[src/rtl/elevator_car_ctrl.sv]
// elevator_car_ctrl: per-car sequencer owning floor position, travel direction
// and door timing. Serves hall calls (up_call/down_call) and car calls, and
// issues single-cycle one-hot clear pulses for each call it serves.
// Optional build macro ELEV_DOOR_HOLD_EN adds a door_hold input that freezes
// the door timer while asserted in the DOOR state.
module elevator_car_ctrl #(
  parameter int NUM_FLOORS  = 7,
  parameter int FLOOR_W     = 3,
  parameter int MOVE_CYCLES = 4,
  parameter int DOOR_CYCLES = 3
) (
  input  logic                  clk,
  input  logic                  rst_n,
  input  logic                  enable,
  input  logic [NUM_FLOORS-1:0] up_call,
  input  logic [NUM_FLOORS-1:0] down_call,
  input  logic [NUM_FLOORS-1:0] car_call,
  input  logic                  turn_req,
`ifdef ELEV_DOOR_HOLD_EN
  input  logic                  door_hold,
`endif
  output logic [FLOOR_W-1:0]    curr_floor,
  output logic                  dir,
  output logic                  moving,
  output logic                  door_open,
  output logic                  arrive,
  output logic [NUM_FLOORS-1:0] clr_up,
  output logic [NUM_FLOORS-1:0] clr_down,
  output logic [NUM_FLOORS-1:0] clr_car
);

  localparam logic [1:0] ST_IDLE = 2'd0;
  localparam logic [1:0] ST_MOVE = 2'd1;
  localparam logic [1:0] ST_DOOR = 2'd2;

  localparam int MC_W = (MOVE_CYCLES > 1) ? $clog2(MOVE_CYCLES) : 1;
  localparam int DC_W = (DOOR_CYCLES > 1) ? $clog2(DOOR_CYCLES) : 1;

  localparam logic [MC_W-1:0]       MC_LAST   = MC_W'(MOVE_CYCLES - 1);
  localparam logic [DC_W-1:0]       DC_LAST   = DC_W'(DOOR_CYCLES - 1);
  localparam logic [MC_W-1:0]       MC_ZERO   = {MC_W{1'b0}};
  localparam logic [DC_W-1:0]       DC_ZERO   = {DC_W{1'b0}};
  localparam logic [FLOOR_W-1:0]    TOP_FLOOR = FLOOR_W'(NUM_FLOORS - 1);
  localparam logic [FLOOR_W-1:0]    BOT_FLOOR = {FLOOR_W{1'b0}};
  localparam logic [NUM_FLOORS-1:0] NO_BITS   = {NUM_FLOORS{1'b0}};

  // Value of vec at floor f; floors outside the vector read as 0.
  function automatic logic bit_at(input logic [NUM_FLOORS-1:0] vec,
                                  input logic [FLOOR_W-1:0]    f);
    logic r;
    r = 1'b0;
    for (int i = 0; i < NUM_FLOORS; i++) begin
      r = r | ((FLOOR_W'(i) == f) & vec[i]);
    end
    return r;
  endfunction

  // One-hot vector selecting floor f.
  function automatic logic [NUM_FLOORS-1:0] onehot(input logic [FLOOR_W-1:0] f);
    logic [NUM_FLOORS-1:0] v;
    for (int i = 0; i < NUM_FLOORS; i++) begin
      v[i] = (FLOOR_W'(i) == f);
    end
    return v;
  endfunction

  // Any bit of vec strictly above f (d=1) or strictly below f (d=0).
  function automatic logic calls_beyond(input logic [NUM_FLOORS-1:0] vec,
                                        input logic [FLOOR_W-1:0]    f,
                                        input logic                  d);
    logic r;
    r = 1'b0;
    for (int i = 0; i < NUM_FLOORS; i++) begin
      r = r | (vec[i] & (d ? (FLOOR_W'(i) > f) : (FLOOR_W'(i) < f)));
    end
    return r;
  endfunction

  // The top floor can only head down and the bottom floor only up.
  function automatic logic force_dir(input logic [FLOOR_W-1:0] f, input logic d);
    logic r;
    if (f == TOP_FLOOR) begin
      r = 1'b0;
    end else if (f == BOT_FLOOR) begin
      r = 1'b1;
    end else begin
      r = d;
    end
    return r;
  endfunction

  logic [1:0]            state, state_nxt;
  logic [MC_W-1:0]       mcnt, mcnt_nxt;
  logic [DC_W-1:0]       dcnt, dcnt_nxt;
  logic                  restarted, restarted_nxt;
  logic [FLOOR_W-1:0]    floor_nxt;
  logic                  dir_nxt, arrive_nxt;
  logic [NUM_FLOORS-1:0] clr_up_nxt, clr_down_nxt, clr_car_nxt;

  logic [NUM_FLOORS-1:0] all_calls;
  logic                  here_up, here_dn, here_car, here_any;
  logic                  ahead, behind;
  logic                  new_up, new_dn, new_car, new_any;
  logic [NUM_FLOORS-1:0] oh_here, oh_arr;
  logic                  step_ok;
  logic [FLOOR_W-1:0]    arr_floor;
  logic                  arr_dir, arr_up, arr_dn, arr_car, arr_here, arr_ahead;
  logic                  hold;

`ifdef ELEV_DOOR_HOLD_EN
  assign hold = door_hold;
`else
  assign hold = 1'b0;
`endif

  assign all_calls = up_call | down_call | car_call;

  // Request terms at the current floor in the current direction.
  assign here_up  = dir & bit_at(up_call, curr_floor);
  assign here_dn  = ~dir & bit_at(down_call, curr_floor);
  assign here_car = bit_at(car_call, curr_floor);
  assign here_any = here_up | here_dn | here_car;
  assign ahead    = calls_beyond(all_calls, curr_floor, dir);
  assign behind   = calls_beyond(all_calls, curr_floor, ~dir);
  assign oh_here  = onehot(curr_floor);

  // A call is new during DOOR only if its clear is not already on the wire,
  // so a requester that takes one cycle to drop the call is not re-served.
  assign new_up  = here_up & ~bit_at(clr_up, curr_floor);
  assign new_dn  = here_dn & ~bit_at(clr_down, curr_floor);
  assign new_car = here_car & ~bit_at(clr_car, curr_floor);
  assign new_any = new_up | new_dn | new_car;

  // Terms evaluated at the floor being arrived at, with boundary forcing.
  assign step_ok   = dir ? (curr_floor != TOP_FLOOR) : (curr_floor != BOT_FLOOR);
  assign arr_floor = dir ? (curr_floor + FLOOR_W'(1)) : (curr_floor - FLOOR_W'(1));
  assign arr_dir   = force_dir(arr_floor, dir);
  assign arr_up    = arr_dir & bit_at(up_call, arr_floor);
  assign arr_dn    = ~arr_dir & bit_at(down_call, arr_floor);
  assign arr_car   = bit_at(car_call, arr_floor);
  assign arr_here  = arr_up | arr_dn | arr_car;
  assign arr_ahead = calls_beyond(all_calls, arr_floor, arr_dir);
  assign oh_arr    = onehot(arr_floor);

  // Next-state logic for the IDLE / MOVE / DOOR sequencer.
  always_comb begin
    state_nxt     = state;
    floor_nxt     = curr_floor;
    dir_nxt       = dir;
    mcnt_nxt      = mcnt;
    dcnt_nxt      = dcnt;
    restarted_nxt = restarted;
    arrive_nxt    = 1'b0;
    clr_up_nxt    = NO_BITS;
    clr_down_nxt  = NO_BITS;
    clr_car_nxt   = NO_BITS;
    case (state)
      ST_IDLE: begin
        if (here_any) begin
          state_nxt     = ST_DOOR;
          dcnt_nxt      = DC_ZERO;
          restarted_nxt = 1'b0;
          clr_up_nxt    = here_up  ? oh_here : NO_BITS;
          clr_down_nxt  = here_dn  ? oh_here : NO_BITS;
          clr_car_nxt   = here_car ? oh_here : NO_BITS;
        end else if (ahead) begin
          state_nxt = ST_MOVE;
          mcnt_nxt  = MC_ZERO;
        end else if (turn_req | behind) begin
          dir_nxt = force_dir(curr_floor, ~dir);
        end else begin
          dir_nxt = force_dir(curr_floor, dir);
        end
      end
      ST_MOVE: begin
        if (mcnt != MC_LAST) begin
          mcnt_nxt = mcnt + MC_W'(1);
        end else if (!step_ok) begin
          // Never travel past either end of the shaft.
          state_nxt = ST_IDLE;
          mcnt_nxt  = MC_ZERO;
          dir_nxt   = force_dir(curr_floor, dir);
        end else begin
          floor_nxt  = arr_floor;
          dir_nxt    = arr_dir;
          arrive_nxt = 1'b1;
          mcnt_nxt   = MC_ZERO;
          if (arr_here) begin
            state_nxt     = ST_DOOR;
            dcnt_nxt      = DC_ZERO;
            restarted_nxt = 1'b0;
            clr_up_nxt    = arr_up  ? oh_arr : NO_BITS;
            clr_down_nxt  = arr_dn  ? oh_arr : NO_BITS;
            clr_car_nxt   = arr_car ? oh_arr : NO_BITS;
          end else if (arr_ahead) begin
            state_nxt = ST_MOVE;
          end else begin
            state_nxt = ST_IDLE;
          end
        end
      end
      ST_DOOR: begin
        clr_up_nxt   = new_up  ? oh_here : NO_BITS;
        clr_down_nxt = new_dn  ? oh_here : NO_BITS;
        clr_car_nxt  = new_car ? oh_here : NO_BITS;
        if (new_any & ~restarted) begin
          dcnt_nxt      = DC_ZERO;
          restarted_nxt = 1'b1;
        end else if (hold) begin
          dcnt_nxt = dcnt;
        end else if (dcnt != DC_LAST) begin
          dcnt_nxt = dcnt + DC_W'(1);
        end else begin
          state_nxt = ST_IDLE;
          dir_nxt   = force_dir(curr_floor, dir ^ turn_req);
        end
      end
      default: begin
        state_nxt = ST_IDLE;
        mcnt_nxt  = MC_ZERO;
        dcnt_nxt  = DC_ZERO;
      end
    endcase
  end

  // State and output registers; enable=0 freezes everything but the pulses,
  // which drop so a clear is never stretched or replayed.
  always_ff @(posedge clk or negedge rst_n) begin
    if (!rst_n) begin
      state      <= ST_IDLE;
      curr_floor <= BOT_FLOOR;
      dir        <= 1'b1;
      mcnt       <= MC_ZERO;
      dcnt       <= DC_ZERO;
      restarted  <= 1'b0;
      moving     <= 1'b0;
      door_open  <= 1'b0;
      arrive     <= 1'b0;
      clr_up     <= NO_BITS;
      clr_down   <= NO_BITS;
      clr_car    <= NO_BITS;
    end else if (enable) begin
      state      <= state_nxt;
      curr_floor <= floor_nxt;
      dir        <= dir_nxt;
      mcnt       <= mcnt_nxt;
      dcnt       <= dcnt_nxt;
      restarted  <= restarted_nxt;
      moving     <= (state_nxt == ST_MOVE);
      door_open  <= (state_nxt == ST_DOOR);
      arrive     <= arrive_nxt;
      clr_up     <= clr_up_nxt;
      clr_down   <= clr_down_nxt;
      clr_car    <= clr_car_nxt;
    end else begin
      arrive   <= 1'b0;
      clr_up   <= NO_BITS;
      clr_down <= NO_BITS;
      clr_car  <= NO_BITS;
    end
  end

endmodule

[config.mk]
export PLATFORM = sky130hd
export DESIGN_NAME = elevator_car_ctrl
export DESIGN_NICKNAME = d
export VERILOG_FILES = /design/src/rtl/elevator_car_ctrl.sv
export SDC_FILE = /design/constraint.sdc
export NUM_CORES = 1
export LEC_CHECK = 0
export CORE_ASPECT_RATIO = 1.75
export CORE_MARGIN = 2
export CORE_UTILIZATION = 45
export DETAILED_ROUTE_END_ITERATION = 16
export GPL_TIMING_DRIVEN = 0
export PLACE_DENSITY = 0.75
export SLEW_MARGIN = 20
export SYNTH_ARGS = -nofsm -noshare
export SYNTH_HDL_FRONTEND = slang
export SYNTH_SLANG_ARGS = --single-unit
[constraint.sdc]
create_clock -name clk -period 4 [get_ports clk]
set_input_delay 0.6 -clock clk [delete_from_list [all_inputs] [get_ports clk]]
set_output_delay 0.6 -clock clk [all_outputs]
set_load 0.1 [all_outputs]
Word level (Yosys, flattened, before mapping)
Index checks and enable logic that the tools add are counted.
{ "word_totals": {"output_inout_bits": 28, "word_cells": 364, "regBits": 35} }
{ "op_classes": {"n_lt_le_gt_ge": 28, "mux": 96, "addsub": 4, "n_eq_ne": 32, "n_bitwise": 182, "n_reduce_logical": 10} }
{ "op_table": {"columns": ["cell", "n"], "rows": [
  ["$mux W7", 24],
  ["$and A1 B1 Y1", 92],
  ["$or A1 B1 Y1", 79],
  ["$pmux W7 S3", 3],
  ["$mux W1", 47],
  ["$mux W2", 16],
  ["$ne A2 B2 Y1 const B", 12],
  ["$eq A3 B3 Y1 const A", 6],
  ["$gt A3 B3 Y1 const A", 6],
  ["$lt A3 B3 Y1 const A", 6],
  ["$pmux W2 S3", 3],
  ["$or A7 B7 Y7", 2],
  ["$reduce_and A7 Y1", 2],
  ["$eq A2 B3 Y1 const A", 4],
  ["$gt A1 B3 Y1 const A", 4],
  ["$gt A2 B3 Y1 const A", 4],
  ["$lt A1 B3 Y1 const A", 4],
  ["$lt A2 B3 Y1 const A", 4],
  ["$not A1 Y1", 8],
  ["$reduce_and A4 Y1", 2],
  ["$eq A1 B3 Y1 const A", 2],
  ["$eq A3 B3 Y1 const B", 2],
  ["$logic_not A3 Y1", 2],
  ["$ne A3 B3 Y1 const B", 2],
  ["11 further kinds", 16]
]} }

Logic depth before layout (Yosys ltp)
Gate-level depths: netlist (run 1).
{ "logic_depth": {"depth_word": 19, "mapped_depth": 13} }

Least setup slack after synthesis (run 1)
No wires, ideal clock.
{ "synth_timing": {"path_kind": "register to register", "start": "reg curr_floor[1]", "end": "reg dcnt[1]", "setup_time_ns": 0.082, "required_ns": 3.918, "slack_ns": -0.014, "t_arrival_ns": 3.931, "period_less_slack_ns": 4.014, "path_stages_with_launch": 14, "cell_sequence": "dfrtp_1 -> clkbuf_1 -> inv_1 -> ha_1 -> buf_6 -> xnor2_1 -> buf_4 -> nand2_1 -> a211o_1 -> a32oi_4 -> a21oi_2 -> o21a_1 -> or4b_1 -> o22ai_1"} }
{ "synth_between": {"elab_chain_len": 15, "elab_cells_between_ends": 165, "classes_between": "add/sub (2); eq/ne (18); mux (6); bitwise (135); reduce/logical (4)"} }
{ "synth_lines": {"columns": ["item", "line", "source"], "rows": [
  ["start: declaration", "22", "output logic [FLOOR_W-1:0] curr_floor,"],
  ["start signal: assignment", "244", "curr_floor <= floor_nxt;"],
  ["$sub A3 B1 Y3, or another cell as far along", "136", "assign arr_floor = dir ? (curr_floor + FLOOR_W'(1)) : (curr_floor - FLOOR_W'(1));"],
  ["$mux W3 / $and A1 B1 Y1 (equally long branches)", "136, 53", null],
  ["$eq A1 B3 Y1, or another cell as far along", "53", "r = r | ((FLOOR_W'(i) == f) & vec[i]);"],
  ["$and A1 B1 Y1 / $or A1 B1 Y1 (equally long branches)", "53", null],
  ["$or A1 B1 Y1 (4 in series)", "53", null],
  ["$or A1 B1 Y1, or another cell as far along (2 in series)", "53", null],
  ["$and A1 B1 Y1, or another cell as far along", "138", "assign arr_up = arr_dir & bit_at(up_call, arr_floor);"],
  ["$or A1 B1 Y1, on equally long branches", "141, 132", null],
  ["$or A1 B1 Y1 / $and A1 B1 Y1 (equally long branches)", "141, 206", null],
  ["$ne A2 B2 Y1 (no source line), or another cell as far along", null, null],
  ["$reduce_and A6 Y1 (no source line) / $pmux W2 S3 (equally long branches)", null, null],
  ["end signal: assignment", "247", "dcnt <= dcnt_nxt;"],
  ["end: declaration", "94", "logic [DC_W-1:0] dcnt, dcnt_nxt;"]
]} }
Parallel ways exist; a longest one is shown, timed or not.
A chain may end at the register's enable or synchronous reset.

Worst setup path after layout (run 1)
Same ends and word-level chain as after synthesis.

==> results.md, run 1 <==
| Step | Item | Value |
| --- | --- | --- |
| setup path | Crit-path cells | inv_1, ha_1, buf_6, xnor2_2, buf_4, nand2_1, a211o_1, a32oi_4, a21oi_2, o21a_1, or4b_1, o22ai_1 |
| clocking | Resized Gates After CTS | 1 |
| sta | Highest Clock Rate | 265 MHz |
| clocking | Clock tree sinks | 35 |
| clocking | Number of buffers inserted to repair setup after CTS | 0 |
| clocking | CTS Buf Count | 5 |
| sta | Measured slew at the worst slew-check pin | 997 ps |
| finish | Final Cell Area | 0.00376 sq mm |
| setup path | Worst setup EP type | register |
| synthesis | Mapped cell area | 0.00295 sq mm |
| drt | Detailed Route Iter0 Violations | 290 |
| setup path | Worst reg2reg endpoint | dcnt[1] |
| sta | Final setup violation count | 0 |
| clocking | Clock edge transition at the registers on the reported setup and hold paths | 60 ps |
| outcome | Run status | complete, no violations |
| finish | Antenna cell count | 0 |
| setup path | Launch point of the worst reg-to-reg path | curr_floor[1] |
| power and ir drop | Pwr/cell area | 626 mW/mm^2 |
| die | Height of the chip | 111 um |
| drt | Via/cell ratio | 6.56 |
| synthesis | Unique masters post-synth | 63 |
| power and ir drop | Total leakage power | 1.49 nW |
| sta | Clock period minus worst slack | 3780 ps |
| finish | NumNets Final | 453 |
| setup path | Crit. Startpoint | curr_floor[1] |
| power and ir drop | Maximum ir drop on the vdd rail | 390 uV |
| finish | Leading cell type in the layout, fill and taps excluded | sky130_fd_sc_hd__clkdlybuf4s50_1 |
| drt | Wirelength, routed | 10,800 um |
| setup path | Critical path startpoint category | register |
| synthesis | Avg Synthesized Cell Area | 8.24 sq um |
| synthesis | Number of synthesized flops with an enable pin | 0 |
| synthesis | Post-synth ARST share | 100% |
| setup path | R2R cell count | 12 |
| run | Number of max-cap violations | 0 |
| clocking | CTS H-Tree Depth | 2 |
| drt | Via count | 3,279 |
| hold path | Worst min-delay path class | primary input to async pin |
| power and ir drop | Cell internal pwr | 1.18 mW |
| power and ir drop | Net Sw Power | 1.18 mW |
| clocking | Quantity of hold-fixing buffers added after cts | 0 |
| setup path | Setup slack, reg-to-reg | 220 ps |
| drt | Remaining antenna violation count after routing | 0 |
| sta | RSZ-0062 raised after global routing | no |
| die | Number of placement rows | 39 |
| global routing | First-pass GRT wire length | 17,100 um |
| sta | Layout Skew | 5.87 ps |
| setup path | Endpoint required time on the critical path | 4190 ps |
| finish | Layout overhead on the synthesized area | 27.6% |
| clocking | Max Root-Sink Buffers | 2 |
| finish | Share of cells above drive strength 1 | 6.70% |
| synthesis | Synth warnings | 0 |
| setup path | Classification of the worst setup path | register to register |
| sta | Final worst path period share | 94.5% |
| synthesis | Synthesized instance count | 358 |
| setup path | Max incr delay on CP | 590 ps |
| finish | Highest-count cells in the layout ignoring fill and taps | 51 x sky130_fd_sc_hd__clkdlybuf4s50_1, 42 x sky130_fd_sc_hd__nor2_1, 33 x sky130_fd_sc_hd__dfrtp_1 |
| sta | Number of max-slew violations in the final report | 0 |
| die | I/O pin count | 53 |
| sta | Remaining max-slew budget at the tightest pin | 33.3% |
| placement | Quantity of I/O buffers inserted on ports | 52 |
| power and ir drop | Register share of total power | 20.0% |
| global routing | GRT Util Overall | 31.1% |
| global routing | Global-route congestion overflow total | 0 |
| die | Starting utilization of the core area | 45.8% |
| power and ir drop | Sw frac | 50.0% |
| die | Die Outline Area | 0.00725 sq mm |
| synthesis | Share of Yosys cell area claimed by the top area cell type | 28.8% |
| clocking | TritonCTS clock tree | done |
| clocking | CTS root buffer | sky130_fd_sc_hd__clkbuf_16 |
| clocking | Insertion delay to the later sink of the worst-skew pair | 280 ps |
| power and ir drop | Part of the total power dissipated in the clock network | 17.2% |
| synthesis | Sequential-to-total area share from yosys stat | 29.7% |
| placement | Detailed Place HPWL | 8290 um |
| placement | Placer's final routability congestion estimate | 0.990 |
| setup path | Worst Path Max Fanout | 18 |
| synthesis | Biggest area contributors in the synthesized netlist | sky130_fd_sc_hd__dfrtp_1 29%, sky130_fd_sc_hd__a22oi_1 7.1%, sky130_fd_sc_hd__nor2_1 5.3%, sky130_fd_sc_hd__ha_1 4.7%, sky130_fd_sc_hd__a21oi_1 3.9% |
| synthesis | Dominant synthesized flop cell | sky130_fd_sc_hd__dfrtp_1 |
| die | Area of the core region | 0.00644 sq mm |
| setup path | Critical-path top delay cell | sky130_fd_sc_hd__dfrtp_2 |
| global routing | Pin count of the biggest net entering global routing | 29 |
| placement | Post-DP Area | 0.00359 sq mm |
| synthesis | Nets in the synthesized netlist | 394 |
| finish | Core occupancy in the finished layout | 58.4% |
| global routing | Initial antenna violation count | 0 |
| synthesis | Cell accounting for the most synthesized area | sky130_fd_sc_hd__dfrtp_1 |
| drt | Per-cell routed wire length | 21.6 um |
| power and ir drop | Combinational Power Share | 62.9% |
| drt | Remaining design rule violation count | 0 |
| setup path | Arrival @ worst endpoint | 3970 ps |
| drt | Initial DRT Pass Iterations | 5 |
| global routing | Via count of the first global-routing pass | 3,334 |
| die | Horizontal extent of the die | 65.2 um |
| sta | Worst hold-check slack | 165 ps |
| sta | Count of endpoints failing hold in the final timing report | 0 |
| synthesis | FF+latch count, synth | 35 |
worst max path at each step:
stage | endpoint | slack, ps | cells after the start
finish | dcnt[1] | 220 | 12
global route | dir | 10 | 13
CTS | dcnt[1] | 70 | 12
detailed placement | dcnt[1] | -170 | 13
global placement | dcnt[1] | -90 | 13
floorplan | dcnt[1] | 50 | 13
flip-flops by register name, indices dropped and copies added, names as in the netlist:
name / cells
arrive: 1
clr_car: 7
clr_down: 7
clr_up: 7
curr_floor: 3
dcnt: 2
dir: 1
door_open: 1
mcnt: 2
moving: 1
restarted: 1
state: 2
area by class of cell:
| class | count | area, sq um |
|---|---|---|
| flip-flops and latches | 35 | 878 |
| clock buffers | 8 | 156 |
| fillers | 621 | 2680 |
| multi-input cells | 283 | 1920 |
| well taps | 82 | 103 |
| repair buffers | 53 | 536 |
| plain buffers | 24 | 111 |
| inverters | 15 | 56.3 |
per-layer routing:
metal	track usage [%]	vias up	wire length [um]
li1	-	1476	-
met1	34.4	1557	3910
met2	53.1	186	5460
met3	3.76	60	631
met4	21.8	0	807
met5	0	-	0
power by group through the flow:
stage | Sequential [mW] | Combinational, mW | Clock (mW)
final | 0.471 | 1.48 | 0.405
after global routing | 0.479 | 1.59 | 0.429
after CTS | 0.467 | 1.44 | 0.412
after detailed placement | 0.468 | 1.44 | 0
after global placement | 0.464 | 1.41 | 0
after floorplan | 0.666 | 0.849 | 0
critical path: cells and delay by family, from the launching register on:
family	cells	cell delay (ps)
flip-flops	1	590
adder cells (fa/ha/maj)	1	350
buffers and inverters	3	660
XOR/XNOR	1	250
AO/OA/AOI/OAI	5	1220
AND/OR/NAND/NOR	2	610
cell usage after synthesis (all sizes together), types with 6 or more instances:
master	instances
nor2	42
o21ai	11
a22o	8
nand2	26
ha	11
inv	14
nor3	14
a22oi	28
nor2b	6
nand3	9
clkbuf	14
dfrtp	34
o22ai	7
buf	11
mux2i	9
a21oi	24
a32oi	7
or3	6
logic make-up after synthesis:
logic type | count (synthesis) | synth area share [%]
AO/OA/AOI/OAI | 131 | 32.8
multiplexers | 12 | 5.21
XOR/XNOR | 7 | 2.33
adder cells (fa/ha/maj) | 11 | 4.66
flip-flops | 35 | 29.7
buffers and inverters | 40 | 5.72
AND/OR/NAND/NOR | 122 | 19.6
per-stage QoR:
step	std cells	total power [mW]	setup slack [ps]	TNS [ps]
after CTS	500	2.32	68.0	0
after global placement	492	1.88	-89.5	-145
after floorplan	358	1.51	51.8	0
final	500	2.36	220	0
after detailed placement	493	1.90	-169	-261
after global routing	500	2.50	10.2	0
No activity file was read; power rests on OpenSTA's default activity.
==> inputs of run 2 (changes only) <==
--- a/config.mk
+++ b/config.mk
@@ -11,7 +11,7 @@
 export DETAILED_ROUTE_END_ITERATION = 16
 export GPL_TIMING_DRIVEN = 0
 export PLACE_DENSITY = 0.75
-export SLEW_MARGIN = 20
+export RECOVER_POWER = 50
 export SYNTH_ARGS = -nofsm -noshare
 export SYNTH_HDL_FRONTEND = slang
 export SYNTH_SLANG_ARGS = --single-unit
==> results.md, run 2 (synthesis results as in run 1) <==
| Step | Item | Value | Change |
| --- | --- | --- | --- |
| die | Starting utilization of the core area | 45.8% | unchanged |
| sta | Clock period minus worst slack | 3770 ps | -9.71 ps |
| global routing | Global-route congestion overflow total | 0 | unchanged |
| outcome | Run status | finished with violations |  |
| drt | Initial DRT Pass Iterations | 5 | unchanged |
| setup path | Critical-path top delay cell | sky130_fd_sc_hd__dfrtp_1 |  |
| placement | Total placed cells including tap cells | 492 | -0.20% |
| hold path | Worst min-delay path class | register to register |  |
| die | Number of placement rows | 39 | unchanged |
| power and ir drop | Pwr/cell area | 633 mW/mm^2 | +1.1% |
| drt | Wirelength, routed | 10,900 um | +1.2% |
| power and ir drop | Total leakage power | 1.51 nW | +1.7% |
| outcome | Violations in the final reports | capacitance limit, slew limit |  |
| global routing | First-pass GRT wire length | 17,000 um | -0.73% |
| clocking | Clock tree sinks | 35 | unchanged |
| sta | Layout Skew | 5.50 ps | -0.377 ps |
| placement | Placer's final routability congestion estimate | 0.990 | unchanged |
| sta | Count of endpoints failing hold in the final timing report | 0 | unchanged |
| run | Number of max-cap violations | 1 | +1 |
| power and ir drop | Maximum ir drop on the vdd rail | 620 uV | +59% |
| drt | Via/cell ratio | 6.63 | +1.2% |
| drt | Per-cell routed wire length | 22.0 um | +1.8% |
| sta | Final setup violation count | 0 | unchanged |
| clocking | CTS Buf Count | 5 | unchanged |
| clocking | Quantity of hold-fixing buffers added after cts | 0 | unchanged |
| drt | Remaining antenna violation count after routing | 0 | unchanged |
| setup path | Crit-path cells | inv_1, ha_1, clkbuf_1, clkbuf_1, a21oi_1, a22oi_1, a21oi_1, a32o_1, o31a_1, nor3_1, o31ai_1, a22oi_1 |  |
| setup path | Arrival @ worst endpoint | 3960 ps | about the same |
| finish | Leading cell type in the layout, fill and taps excluded | sky130_fd_sc_hd__nor2_1 |  |
| die | Die Outline Area | 0.00725 sq mm | unchanged |
| finish | NumNets Final | 450 | -0.66% |
| setup path | Max incr delay on CP | 510 ps | -80 ps |
| drt | Remaining design rule violation count | 0 | unchanged |
| sta | Highest Clock Rate | 265 MHz | +0.26% |
| placement | Detailed Place HPWL | 8240 um | -0.55% |
| die | Area of the core region | 0.00644 sq mm | unchanged |
| clocking | CTS root buffer | sky130_fd_sc_hd__clkbuf_16 |  |
| clocking | Clock edge transition at the registers on the reported setup and hold paths | 60 ps | about the same |
| finish | Number of fillers in the final layout | 628 | +1.1% |
| finish | Layout overhead on the synthesized area | 26.8% |  |
| clocking | Max Root-Sink Buffers | 2 | unchanged |
| setup path | Endpoint required time on the critical path | 4190 ps | about the same |
| placement | Quantity of I/O buffers inserted on ports | 52 | unchanged |
| clocking | Insertion delay to the later sink of the worst-skew pair | 280 ps | about the same |
| finish | Share of cells above drive strength 1 | 5.78% | -0.92 points |
| global routing | Pin count of the biggest net entering global routing | 36 | +24% |
| global routing | Initial antenna violation count | 0 | unchanged |
| drt | Detailed Route Iter0 Violations | 331 | +14% |
| sta | Measured slew at the worst slew-check pin | 1910 ps | +915 ps |
| sta | Remaining max-slew budget at the tightest pin | -27.4% | -61 points |
| sta | Number of max-slew violations in the final report | 36 | +36 |
| sta | RSZ-0062 raised after global routing | no |  |
| die | Horizontal extent of the die | 65.2 um | unchanged |
| die | Height of the chip | 111 um | unchanged |
| setup path | Worst Path Max Fanout | 10 | -8 |
| finish | Antenna cell count | 0 | unchanged |
| die | I/O pin count | 53 | unchanged |
| finish | Number of non-filler instances in the completed layout | 497 | -0.60% |
| sta | Final worst path period share | 94.3% | -0.24 points |
| setup path | Classification of the worst setup path | register to register |  |
| clocking | TritonCTS clock tree | done |  |
| setup path | Worst setup EP type | register |  |
| finish | Regs by FF count | clr_car: 7 flops, clr_down: 7 flops, clr_up: 7 flops |  |
| power and ir drop | Pwr Total | 2.37 mW | +0.45% |
| sta | Post-route setup TNS | 0 ps | unchanged |
| global routing | GRT Util Overall | 30.8% | -0.28 points |
| finish | Highest-count cells in the layout ignoring fill and taps | 42 x sky130_fd_sc_hd__nor2_1, 37 x sky130_fd_sc_hd__clkdlybuf4s50_1, 33 x sky130_fd_sc_hd__dfrtp_1 |  |
| clocking | Number of buffers inserted to repair setup after CTS | 0 | unchanged |
| setup path | Critical path startpoint category | register |  |
| global routing | Via count of the first global-routing pass | 3,280 | -1.6% |
| clocking | CTS H-Tree Depth | 2 | unchanged |
| drt | Via count | 3,297 | +0.55% |
run 2: cell count changes in the layout (fill, tap and decap cells not counted), sizes merged:
cell	change
dlygate4sd3	+14
clkbuf	-1
clkdlybuf4s50	-14
buf	-2
run 2: critical path, delay by kind of cell, from the launching register on:
kind	cells	cell delay [ps]
adder cells (fa/ha/maj)	1	220
buffers and inverters	3	1220
flip-flops	1	510
AND/OR/NAND/NOR	1	250
AO/OA/AOI/OAI	7	1470
run 2: area by class of cell:
cell class / instances / area, sq um / share of cell area, %
timing repair buffer: 52 / 514 / 13.7
sequential: 35 / 878 / 23.5
multi-input combinational: 283 / 1930 / 51.7
clock buffer: 8 / 156 / 4.18
tap: 82 / 103 / 2.74
buffer: 22 / 101 / 2.71
inverter: 15 / 56.3 / 1.50
run 2: final timing paths:
kind,start,endpoint,slack (ps),cells past startpoint
min in group asynchronous,rst_n,dcnt[0],840,1
max reg2reg,curr_floor[0],dir,230,12
min,dcnt[0],dcnt[0],470,1
min reg2reg,dcnt[0],dcnt[0],470,1
max in group asynchronous,rst_n,curr_floor[1],1930,1
max,curr_floor[0],dir,230,12
run 2: where the power goes:
| part | switching, mW | internal, mW | total, mW |
|---|---|---|---|
| Combinational | 0.985 | 0.502 | 1.49 |
| Clock | 0.142 | 0.265 | 0.407 |
| Sequential | 0.0657 | 0.409 | 0.475 |
| Total | 1.19 | 1.18 | 2.37 |
run 2: routing by layer:
metal / vias up / track usage [%] / share of wire [%]
li1: 1468 / - / -
met1: 1569 / 33.8 / 36
met2: 209 / 53.3 / 50
met3: 51 / 4.67 / 6.9
met4: 0 / 19.4 / 7.1
met5: - / 0 / 0
run 2: timing repair:
item	in CTS	in global routing
pin swaps	0	0
hold endpoints to repair	0	0
gates resized for setup	1	3
setup endpoints to repair	4	7
run 2: stage by stage:
stage	hold WS, ps	area (sq um)	util [%]	worst slack (ps)
CTS	421	3730	57.9	66.7
floorplan	304	2950	-	51.8
global route	510	3740	58.1	21.6
detailed placement	468	3570	55.4	-158
global placement	462	3580	55.5	-89.5
finish	468	3740	58.1	230
